[config.mk]
export PLATFORM = sky130hd
export DESIGN_NAME = if_stage
export DESIGN_NICKNAME = d
export VERILOG_FILES = /design/src/rtl/if_stage.sv
export SDC_FILE = /design/constraint.sdc
export NUM_CORES = 1
export LEC_CHECK = 0
export BUFFER_PORTS_ARGS = -buffer_cell sky130_fd_sc_hd__clkbuf_2
export CAP_MARGIN = 25
export CORE_MARGIN = 4
export CORE_UTILIZATION = 45
export CTS_BUF_LIST = sky130_fd_sc_hd__clkbuf_8 sky130_fd_sc_hd__clkbuf_16
export CTS_CLUSTER_DIAMETER = 40
export DETAILED_ROUTE_END_ITERATION = 8
export PLACE_DENSITY = 0.83
export SLEW_MARGIN = 20
export SYNTH_ARGS = -nofsm -noshare
export SYNTH_HDL_FRONTEND = slang
export SYNTH_SLANG_ARGS = --single-unit
[constraint.sdc]
create_clock -name clk -period 5.6 [get_ports clk]
set_input_delay 0.56 -clock clk [delete_from_list [all_inputs] [get_ports clk]]
set_output_delay 0.56 -clock clk [all_outputs]
set_load 0.005 [all_outputs]
[src/rtl/if_stage.sv]
// if_stage: instruction fetch with PC, IF/ID register, stall, redirect/flush and halt-on-marker.
module if_stage #(
  parameter logic [31:0] RESET_PC  = 32'h0000_0000,
  parameter logic [31:0] HALT_WORD = 32'hDEAD_BEEF,
  parameter logic [31:0] NOP_WORD  = 32'h0000_0013
) (
  input  logic        clk,
  input  logic        rst,
  output logic [31:0] imem_raddr,
  input  logic [31:0] imem_rdata,
  input  logic        stall,
  input  logic        redirect_valid,
  input  logic [31:0] redirect_pc,
  output logic        id_valid,
  output logic [31:0] id_pc,
  output logic [31:0] id_instr,
  output logic [31:0] id_pc_plus4,
  output logic        halted,
  output logic        misalign_err,
  output logic [31:0] fetch_count
);
  typedef enum logic {RUN, HALT} state_t;
  state_t      state_q, state_d;
  logic [31:0] pc_q, pc_d, id_pc_q, id_pc_d, id_instr_q, id_instr_d;
  logic [31:0] id_pc_plus4_q, id_pc_plus4_d, fetch_count_q, fetch_count_d;
  logic        id_valid_q, id_valid_d, halted_q, halted_d, misalign_q, misalign_d;
  logic [31:0] pc_plus4;
  assign pc_plus4 = pc_q + 32'd4;
  always_comb begin
    state_d       = state_q;
    pc_d          = pc_q;
    id_valid_d    = id_valid_q;
    id_pc_d       = id_pc_q;
    id_instr_d    = id_instr_q;
    id_pc_plus4_d = id_pc_plus4_q;
    halted_d      = halted_q;
    misalign_d    = misalign_q;
    fetch_count_d = fetch_count_q;
    if (state_q == HALT) begin
      id_valid_d = 1'b0;
    end else if (redirect_valid) begin
      // redirect wins over stall and discards whatever is being fetched, including the marker
      pc_d       = {redirect_pc[31:2], 2'b00};
      id_valid_d = 1'b0;
      id_instr_d = NOP_WORD;
      misalign_d = misalign_q | (|redirect_pc[1:0]);
    end else if (!stall) begin
      if (imem_rdata == HALT_WORD) begin
        state_d    = HALT;
        halted_d   = 1'b1;
        id_valid_d = 1'b0;
        id_instr_d = NOP_WORD;
      end else begin
        pc_d          = pc_plus4;
        id_valid_d    = 1'b1;
        id_pc_d       = pc_q;
        id_instr_d    = imem_rdata;
        id_pc_plus4_d = pc_plus4;
        fetch_count_d = fetch_count_q + 32'd1;
      end
    end
  end
  always_ff @(posedge clk) begin
    if (rst) begin
      state_q       <= RUN;
      pc_q          <= RESET_PC;
      id_valid_q    <= 1'b0;
      id_pc_q       <= '0;
      id_instr_q    <= NOP_WORD;
      id_pc_plus4_q <= '0;
      halted_q      <= 1'b0;
      misalign_q    <= 1'b0;
      fetch_count_q <= '0;
    end else begin
      state_q       <= state_d;
      pc_q          <= pc_d;
      id_valid_q    <= id_valid_d;
      id_pc_q       <= id_pc_d;
      id_instr_q    <= id_instr_d;
      id_pc_plus4_q <= id_pc_plus4_d;
      halted_q      <= halted_d;
      misalign_q    <= misalign_d;
      fetch_count_q <= fetch_count_d;
    end
  end
  assign imem_raddr   = pc_q;
  assign id_valid     = id_valid_q;
  assign id_pc        = id_pc_q;
  assign id_instr     = id_instr_q;
  assign id_pc_plus4  = id_pc_plus4_q;
  assign halted       = halted_q;
  assign misalign_err = misalign_q;
  assign fetch_count  = fetch_count_q;
endmodule
==> results of run 1 <==
==> critical path: cells and delay by family <==
family | cells | cell delay, ps
compound gates | 1 | 340
buf+inv | 4 | 1600
simple gates | 2 | 1000
==> cells in the final DEF (no fill, tap or decap), types with 14 or more instances in the layout <==
cell       synthesis  routed
nand3_1           26      26
nor2_1            86      85
a211oi_1          22      22
o32ai_1           20      20
or4_1             19      19
xnor2_1           23      23
o31ai_1           15      15
nand2_1          113     113
clkbuf_2           2     223
a21oi_1           77      77
dfxtp_1          158     158
nand4_1           16      16
nor3_1            14      14
clkbuf_16          0      17
a22oi_1           43      43
o21ai_0           16      16
==> kinds of logic after synthesis <==
family | count (synthesis) | synth area share [%]
and+or+nand+nor | 344 | 23.7
AOI/OAI and AO/OA | 244 | 22.4
DFF | 158 | 42.9
buffers and inverters | 103 | 6.39
xor gates and xnor gates | 30 | 3.57
muxes | 4 | 0.595
adders and majority gates | 2 | 0.340
other | 1 | 0.0509
==> through the flow <==
stage	cell area, um^2	utilization [%]	total power, uW
after floorplan	7380	-	1370
after global placement	8430	52.8	1480
after detailed placement	8450	53.0	1480
after CTS	9020	56.6	2580
after global routing	9030	56.6	2650
final	9030	56.6	2560
==> power by group <==
group          switching [uW]  internal (uW)  leakage, uW
Combinational             145            104      0.00191
Sequential               48.3           1170      0.00129
Clock                     457            642     0.000288
==> routing by layer <==
layer  up-vias  wire length [um]
li1       3573                 -
met4         0               508
met2       330             10500
met1      3438              9490
met3        40              1850
met5         -                 0
==> sequential cells by signal, summed over array words and instances, names as in the netlist <==
| signal | flops |
|---|---|
| state_q | 1 |
| fetch_count | 32 |
| id_pc | 30 |
| halted | 1 |
| imem_raddr | 30 |
| id_pc_plus4 | 30 |
| misalign_err | 1 |
| id_instr | 32 |
| id_valid | 1 |
==> final timing paths <==
| check | start | end | slack, ps | depth (start not counted) |
|---|---|---|---|---|
| worst max-delay path | redirect_valid | imem_raddr[24]$_SDFFE_PP0P_ | 2390 | 7 |
| worst min-delay path | imem_rdata[0] | id_instr[0]$_SDFFE_PP1P_ | 390 | 3 |
| worst max register to register | state_q$_SDFF_PP0_ | id_pc_plus4[4]$_SDFFE_PP0P_ | 2790 | 5 |
| worst min register to register | id_pc[20]$_SDFFE_PP0P_ | id_pc[20]$_SDFFE_PP0P_ | 450 | 2 |
==> cell type report <==
type | count | area [um^2] | share of cell area, %
well taps | 216 | 270 | 2.99
repair buffers | 234 | 1230 | 13.6
clock buffers | 20 | 467 | 5.17
clock inverters | 12 | 96.3 | 1.07
inverters | 9 | 33.8 | 0.374
flip-flops and latches | 158 | 3160 | 35.0
multi-input cells | 630 | 3770 | 41.8
==> results.md, run 1 <==
- Final worst slack: 2390 ps
- Pin count of the biggest net entering global routing: 94
- Syn avg cell area: 8.31 um^2
- Layout area overhead: 22.6%
- Met2 GRT Util: 36.7%
- Antenna-violating nets left: 0
- Die height: 136 um
- Synth area leaders: dfxtp_1 (43%), nand2_1 (5.8%), a21oi_1 (5.2%), a22oi_1 (4.4%), nor2_1 (4.4%)
- Final setup violation count: 0
- DRT iter0 DRCs: 826
- Register bit total from synthesis: 158
- Die width: 136 um
- Slowest cell delay on critical path: 790 ps
- Status: complete, no violations
- Setup TNS: 0 ps
- Netlist cell types: 65
- Clock sinks: 158
- Core area: 15900 um^2
- DRC violations left: 0
- # nets final: 1120
- Crit-path max FO: 74
- CP Cell Sequence: clkbuf_2 > buf_4 > clkinv_1 > nor2_1 > nor2_2 > buf_8 > o41ai_1
- Layout cells sized above 1: 26.6%
- Hold Vio Cnt, Final: 0
- CP arrival: 3520 ps
- Hold slack: 391 ps
- Fin cells: 1279
- RSZ-0062 raised after global routing: false
- Die ar.: 18500 um^2
- Crit Path Class: input port to register
- DP Worst Slack: 2030 ps
- Most frequent cells after synthesis: dfxtp_1 (158), nand2_1 (113), nor2_1 (86), a21oi_1 (77), clkbuf_1 (49)
- Static leakage: 0.00348 uW
- Drt wl/cell: 17.5 um
- Worst Skew: 12.3 ps
- H-tree Lvls: 4
- Synthesized area: 7360 um^2
- Tmin final: 3210 ps
- Worst skew pair latency: 420 ps
- Worst path slowest cell: nor2_1
- Yosys top cell area share: 42.9%
- Met3 usage: 5.66%
- Via density: 5.77
- Achievable clock frequency: 0.311 GHz
- Fill count: 1481
- Post-CTS Setup Bufs: 0
- Clock transition at path regs: 60 ps
- Part of the cycle the worst path needs: 57.4%
- Post-CTS Hold Buffers: 0
- Vias in the first global route: 6695
- CTS tree: yes
- GPL Wtd Cong: 0.837
- Max-slew violations: 0
- Port buffer count: 224
- Global Route Usage Sum: 23.1%
- Hold WC Path Type: input port to register
- Most frequent cell after synthesis: dfxtp_1
- GR Overflow Total: 0
- Site row count: 46
- Synth area leader: dfxtp_1
- Yosys warnings: 0
- MaxCap Viol Count: 0
- DRT Pass-1 Iters: 5
- Fraction of registers with async set/reset: 0%
- Register area share after synthesis: 42.9%
- ANT cells: 0
- Starting Density: 46.2%
- Global Route met1 Usage: 30.6%
- CTS max path bufs: 2
- Inst Count DP: 1246
- Worst Path Required: 5910 ps
- Root buffer cell: clkbuf_16
- DP HPWL: 15.1 mm
- Post-synth EDFFs: 0
- Total power per unit cell area: 284 nW/um^2
- Num CTS Buffers: 17
- Gate count of the mapped netlist: 886
- Max-slew headroom: 29.4%
- Worst Setup Start Kind: input port
- I/O pin cnt: 231
- Crit. End Element: register
- Post-cts sizing count: 0
- Total number of vias: 7381
- Most used DFF post-synth: dfxtp_1
- Maximum vdd drop: 0.000216 V
- First-pass GRT wire length: 34.5 mm
- Slew @ Worst Pin: 1060 ps
- Initial antenna violation count: 0
- Drt total wl: 22.4 mm
- GRT Max-Usage Layer: met2
(Power assumes the default switching activity.)
==> run 2: changes to the inputs <==
--- a/config.mk
+++ b/config.mk
@@ -12,7 +12,7 @@
 export CTS_BUF_LIST = sky130_fd_sc_hd__clkbuf_8 sky130_fd_sc_hd__clkbuf_16
 export CTS_CLUSTER_DIAMETER = 40
 export DETAILED_ROUTE_END_ITERATION = 8
-export PLACE_DENSITY = 0.83
+export PLACE_DENSITY = 0.86
 export SLEW_MARGIN = 20
 export SYNTH_ARGS = -nofsm -noshare
 export SYNTH_HDL_FRONTEND = slang
==> constraint.sdc (replaced) <==
create_clock -name clk -period 2.85 [get_ports clk]
set_input_delay 0.285 -clock clk [delete_from_list [all_inputs] [get_ports clk]]
set_output_delay 0.285 -clock clk [all_outputs]
set_load 0.005 [all_outputs]
==> run 2 against run 1 <==
Sequential cell count is the same. Non-clock buffer count grew 9. Sequential power grew 98%. Die area is the same. Critical path depth shrank 1. Clock power grew 87%. Global-route usage grew 0.24 points. Combinational power grew 96%. First-iteration DRC count shrank 36%. Routed wire length shrank 1.6%. Critical endpoint is now imem_raddr[18]$_SDFFE_PP0P_.
==> results.md, run 2 (synthesis gave the netlist of run 1 again) <==
- Final setup violation count: 0
- Die height: 136 um
- Vias in the first global route: 6903
- Die ar.: 18500 um^2
- CP arrival: 2740 ps
- Total number of vias: 7404
- MaxCap Viol Count: 0
- DRC violations left: 0
- Clock sinks: 158
- Hold Vio Cnt, Final: 0
- Clock transition at path regs: 60 ps
- Max-slew headroom: 37.3%
- Initial antenna violation count: 0
- Tmin final: 2460 ps
- Drt wl/cell: 17.1 um
- Core area: 15900 um^2
- RSZ-0062 raised after global routing: false
- Part of the cycle the worst path needs: 86.5%
- CTS max path bufs: 2
- # nets final: 1129
- Slew @ Worst Pin: 940 ps
- Crit-path max FO: 8
- DP Worst Slack: 422 ps
- Post-CTS Hold Buffers: 0
- Static leakage: 0.00349 uW
- Leading cell type in the layout, fill and taps excluded: clkbuf_2
- DRT iter0 DRCs: 532
- Layout cells sized above 1: 27.1%
- Achievable clock frequency: 0.406 GHz
- First-pass GRT wire length: 35.2 mm
- Setup TNS: 0 ps
- Worst Path Required: 3130 ps
- Antenna-violating nets left: 0
- Worst skew pair latency: 420 ps
- GPL Wtd Cong: 0.817
- Port buffer count: 224
- Worst Skew: 8.64 ps
- Post-cts sizing count: 0
- Commonest non-fill, non-tap cells in the layout: clkbuf_2 (223), dfxtp_1 (158), nand2_1 (113)
- I/O pin cnt: 231
- Via density: 5.75
- Num CTS Buffers: 17
- ANT cells: 0
- Status: complete, no violations
- Total power per unit cell area: 545 nW/um^2
- Worst Setup Start Kind: register
- Root buffer cell: clkbuf_16
- Pin count of the biggest net entering global routing: 149
- Post-CTS Setup Bufs: 0
- DRT Pass-1 Iters: 6
- Fin cells: 1287
- Final worst slack: 385 ps
- Drt total wl: 22.0 mm
- Global Route Usage Sum: 23.4%
- Inst Count DP: 1256
- R2R Path Start: imem_raddr[2]$_SDFFE_PP0P_
- Hold path startpoint: imem_rdata[4]
- Critical path origin: imem_raddr[2]$_SDFFE_PP0P_
- H-tree Lvls: 4
- Crit. End Element: register
- Site row count: 46
- Starting Density: 46.2%
- GR Overflow Total: 0
- Die width: 136 um
- DP HPWL: 15.2 mm
- CTS tree: yes
- Maximum vdd drop: 0.000427 V
- Layout area overhead: 23.1%
- Crit Path Class: register to register
- Max-slew violations: 0
- Hold WC Path Type: input port to register
-- run 2: layout make-up --
cell class	count	area (um^2)
multi-input cells	630	3770
well taps	216	270
fillers	1443	6880
flip-flops and latches	158	3160
repair buffers	243	1290
clock inverters	12	76.3
clock buffers	19	453
inverters	9	33.8
-- run 2: power breakdown --
part | internal [uW] | switching (uW)
Clock | 1140 | 916
Combinational | 208 | 280
Sequential | 2290 | 97.0
Total | 3640 | 1290
-- run 2: through the flow --
stage          total power (uW)  hold WS (ps)  util, %  instance area (um^2)
2_1_floorplan              2700           409        -                  7380
3_3_place_gp               2910           436     53.5                  8530
3_5_place_dp               2920           442     53.5                  8530
4_1_cts                    4960          96.0     56.8                  9060
5_1_grt                    5110           113     56.8                  9060
6_report                   4940           109     56.8                  9060
-- run 2: worst paths after layout --
check	cells after the start	to	slack [ps]
worst max register to register	6	imem_raddr[18]$_SDFFE_PP0P_	390
worst min register to register	2	id_pc[21]$_SDFFE_PP0P_	450
worst min-delay path	3	id_instr[4]$_SDFFE_PP1P_	110
worst max-delay path	6	imem_raddr[18]$_SDFFE_PP0P_	390
-- run 2: worst max-delay path, cell delays in order (launching register included) --
cell	delay (ps)
dfxtp_1	490
ha_1	310
and3_1	400
nand4_1	410
nor2_1	330
a2bb2oi_1	240
o32ai_1	130
-- run 2: per-layer routing --
layer	up-vias	routed length (um)	track usage (%)
li1	3581	-	-
met1	3453	9460	30.8
met2	318	10300	37.2
met3	52	1630	5.51
met4	0	610	8.85
met5	-	0	0
==> run 3: changes to the inputs <==
--- a/config.mk
+++ b/config.mk
@@ -7,6 +7,7 @@
 export LEC_CHECK = 0
 export BUFFER_PORTS_ARGS = -buffer_cell sky130_fd_sc_hd__clkbuf_2
 export CAP_MARGIN = 25
+export CORE_ASPECT_RATIO = 0.5
 export CORE_MARGIN = 4
 export CORE_UTILIZATION = 45
 export CTS_BUF_LIST = sky130_fd_sc_hd__clkbuf_8 sky130_fd_sc_hd__clkbuf_16
==> run 3 against run 2 <==
Clock skew up 5.1 ps. Power up 4.3%. Sequential power about the same. Clock power up 10%. Cell area up 0.90%. Cell count up 0.54%. Global-route usage down 0.23 points. Largest cell class unchanged. Combinational power up 2%. Setup slack better by 110 ps. Sequential share of layout area down 0.31 points. Sequential cell count unchanged. Non-clock buffer count up 1.
==> results.md, run 3 (synthesis gave the netlist of run 1 again) <==
- Status: complete, no violations
- Global Route met1 Usage: 29.2%
- Num CTS Buffers: 17
- GRT Max-Usage Layer: met2
- Global Route Usage Sum: 23.1%
- Clock share of power: 44.1%
- Via density: 5.87
- Slowest cell delay on critical path: 440 ps
- I/O pin cnt: 231
- Comb power frac: 9.7%
- Tmin final: 2350 ps
- Max-slew violations: 0
- DRT iter0 DRCs: 516
- Antenna-violating nets left: 0
- Worst Skew: 13.7 ps
- Static leakage: 0.00353 uW
- # nets final: 1130
- Pin count of the biggest net entering global routing: 149
- Leading cell type in the layout, fill and taps excluded: clkbuf_2
- CTS tree: yes
- GR Overflow Total: 0
- ANT cells: 0
- Final setup violation count: 0
- H-tree Lvls: 4
- DRC violations left: 0
- Met3 usage: 4.85%
- Drt wl/cell: 17.2 um
- CTS max path bufs: 2
- Clock sinks: 158
- Post-CTS Setup Bufs: 0
- Commonest non-fill, non-tap cells in the layout: clkbuf_2 (223), dfxtp_1 (158), nand2_1 (113)
- Post-CTS Hold Buffers: 0
- Max-slew headroom: 39.1%
- Switching power: 1410 uW
- Part of the cycle the worst path needs: 82.6%
- Net Sw Frac: 27.4%
- GPL Wtd Cong: 0.847
- Clock transition at path regs: 70 ps
- Crit-path max FO: 6
- Register share of total power: 46.2%
- CP arrival: 2670 ps
- Met2 GRT Util: 38.3%
- Worst path slowest cell: dfxtp_1
- Post-cts sizing count: 0
- Starting Density: 46.8%
- DRT Pass-1 Iters: 5
- Crit Path Class: register to register
- Fill count: 1384
- Die width: 189 um
- Core area: 15700 um^2
- Worst Setup Start Kind: register
- P_int: 3740 uW
- Total number of vias: 7597
- CP Cell Sequence: ha_1 > and3_1 > nand2_1 > nor4_1 > nor3_1 > o41ai_1
- Site row count: 32
- Die ar.: 18600 um^2
- Hold WC Path Type: input port to register
- Worst Path Required: 3160 ps
- DP Worst Slack: 257 ps
- First-pass GRT wire length: 35.9 mm
- RSZ-0062 raised after global routing: false
- Vias in the first global route: 7240
- Die height: 98.5 um
- Worst skew pair latency: 430 ps
- Root buffer cell: clkbuf_16
- Achievable clock frequency: 0.425 GHz
- Initial antenna violation count: 0
- Port buffer count: 224
- Final worst slack: 496 ps
- Slew @ Worst Pin: 914 ps
- Drt total wl: 22.2 mm
- Layout cells sized above 1: 27.4%
- Hold slack: 109 ps
- MaxCap Viol Count: 0
- Setup TNS: 0 ps
- Crit. End Element: register
- Hold Vio Cnt, Final: 0
- Maximum vdd drop: 0.000454 V
- DP HPWL: 15.3 mm
- Layout area overhead: 24.2%
- Total power per unit cell area: 563 nW/um^2
## run 3: critical path: cells and delay by family (launching register included)
family                   cells  cell delay, ps
AO/OA/AOI/OAI                1             370
adder cells (fa/ha/maj)      1             300
AND/OR/NAND/NOR              4            1140
flip-flops                   1             440
## run 3: worst paths after layout
check                           endpoint                  startpoint  cells past startpoint  slack (ps)
max          imem_raddr[24]$_SDFFE_PP0P_  imem_raddr[3]$_SDFFE_PP0P_                      6         500
min           imem_raddr[2]$_SDFFE_PP0P_              redirect_pc[2]                      3         110
max reg2reg  imem_raddr[24]$_SDFFE_PP0P_  imem_raddr[3]$_SDFFE_PP0P_                      6         500
min reg2reg    misalign_err$_SDFFE_PP0P_   misalign_err$_SDFFE_PP0P_                      2         450
## run 3: power groups by stage
stage | Clock [uW] | Combinational, uW | Sequential (uW)
after floorplan | 0 | 302 | 2400
after global placement | 0 | 474 | 2430
after detailed placement | 0 | 489 | 2430
after CTS | 2310 | 491 | 2380
after global routing | 2410 | 546 | 2390
final | 2270 | 498 | 2380
## run 3: stage by stage
| step | instances | power [uW] | utilization, % | cell area, um^2 |
|---|---|---|---|---|
| 3_3_place_gp | 1261 | 2900 | 54.3 | 8540 |
| 2_1_floorplan | 891 | 2700 | - | 7380 |
| 3_5_place_dp | 1261 | 2920 | 54.3 | 8540 |
| 6_report | 1294 | 5150 | 58.1 | 9140 |
| 4_1_cts | 1293 | 5180 | 57.9 | 9120 |
| 5_1_grt | 1294 | 5350 | 58.1 | 9140 |
## run 3: metal layers
| layer | part of all wire [%] | vias to the layer above | wire length, um |
|---|---|---|---|
| li1 | - | 3580 | - |
| met1 | 42 | 3592 | 9260 |
| met2 | 47 | 351 | 10500 |
| met3 | 7.4 | 74 | 1630 |
| met4 | 3.7 | 0 | 816 |
| met5 | 0 | - | 0 |
## run 3: final cells by class
cell class,count,area [um^2],share of cell area [%]
multi-input combinational,630,3770,41.3
sequential,158,3160,34.6
timing repair buffer,244,1320,14.4
clock buffer,17,425,4.65
tap,221,277,3.02
clock inverter,15,151,1.66
inverter,9,33.8,0.369
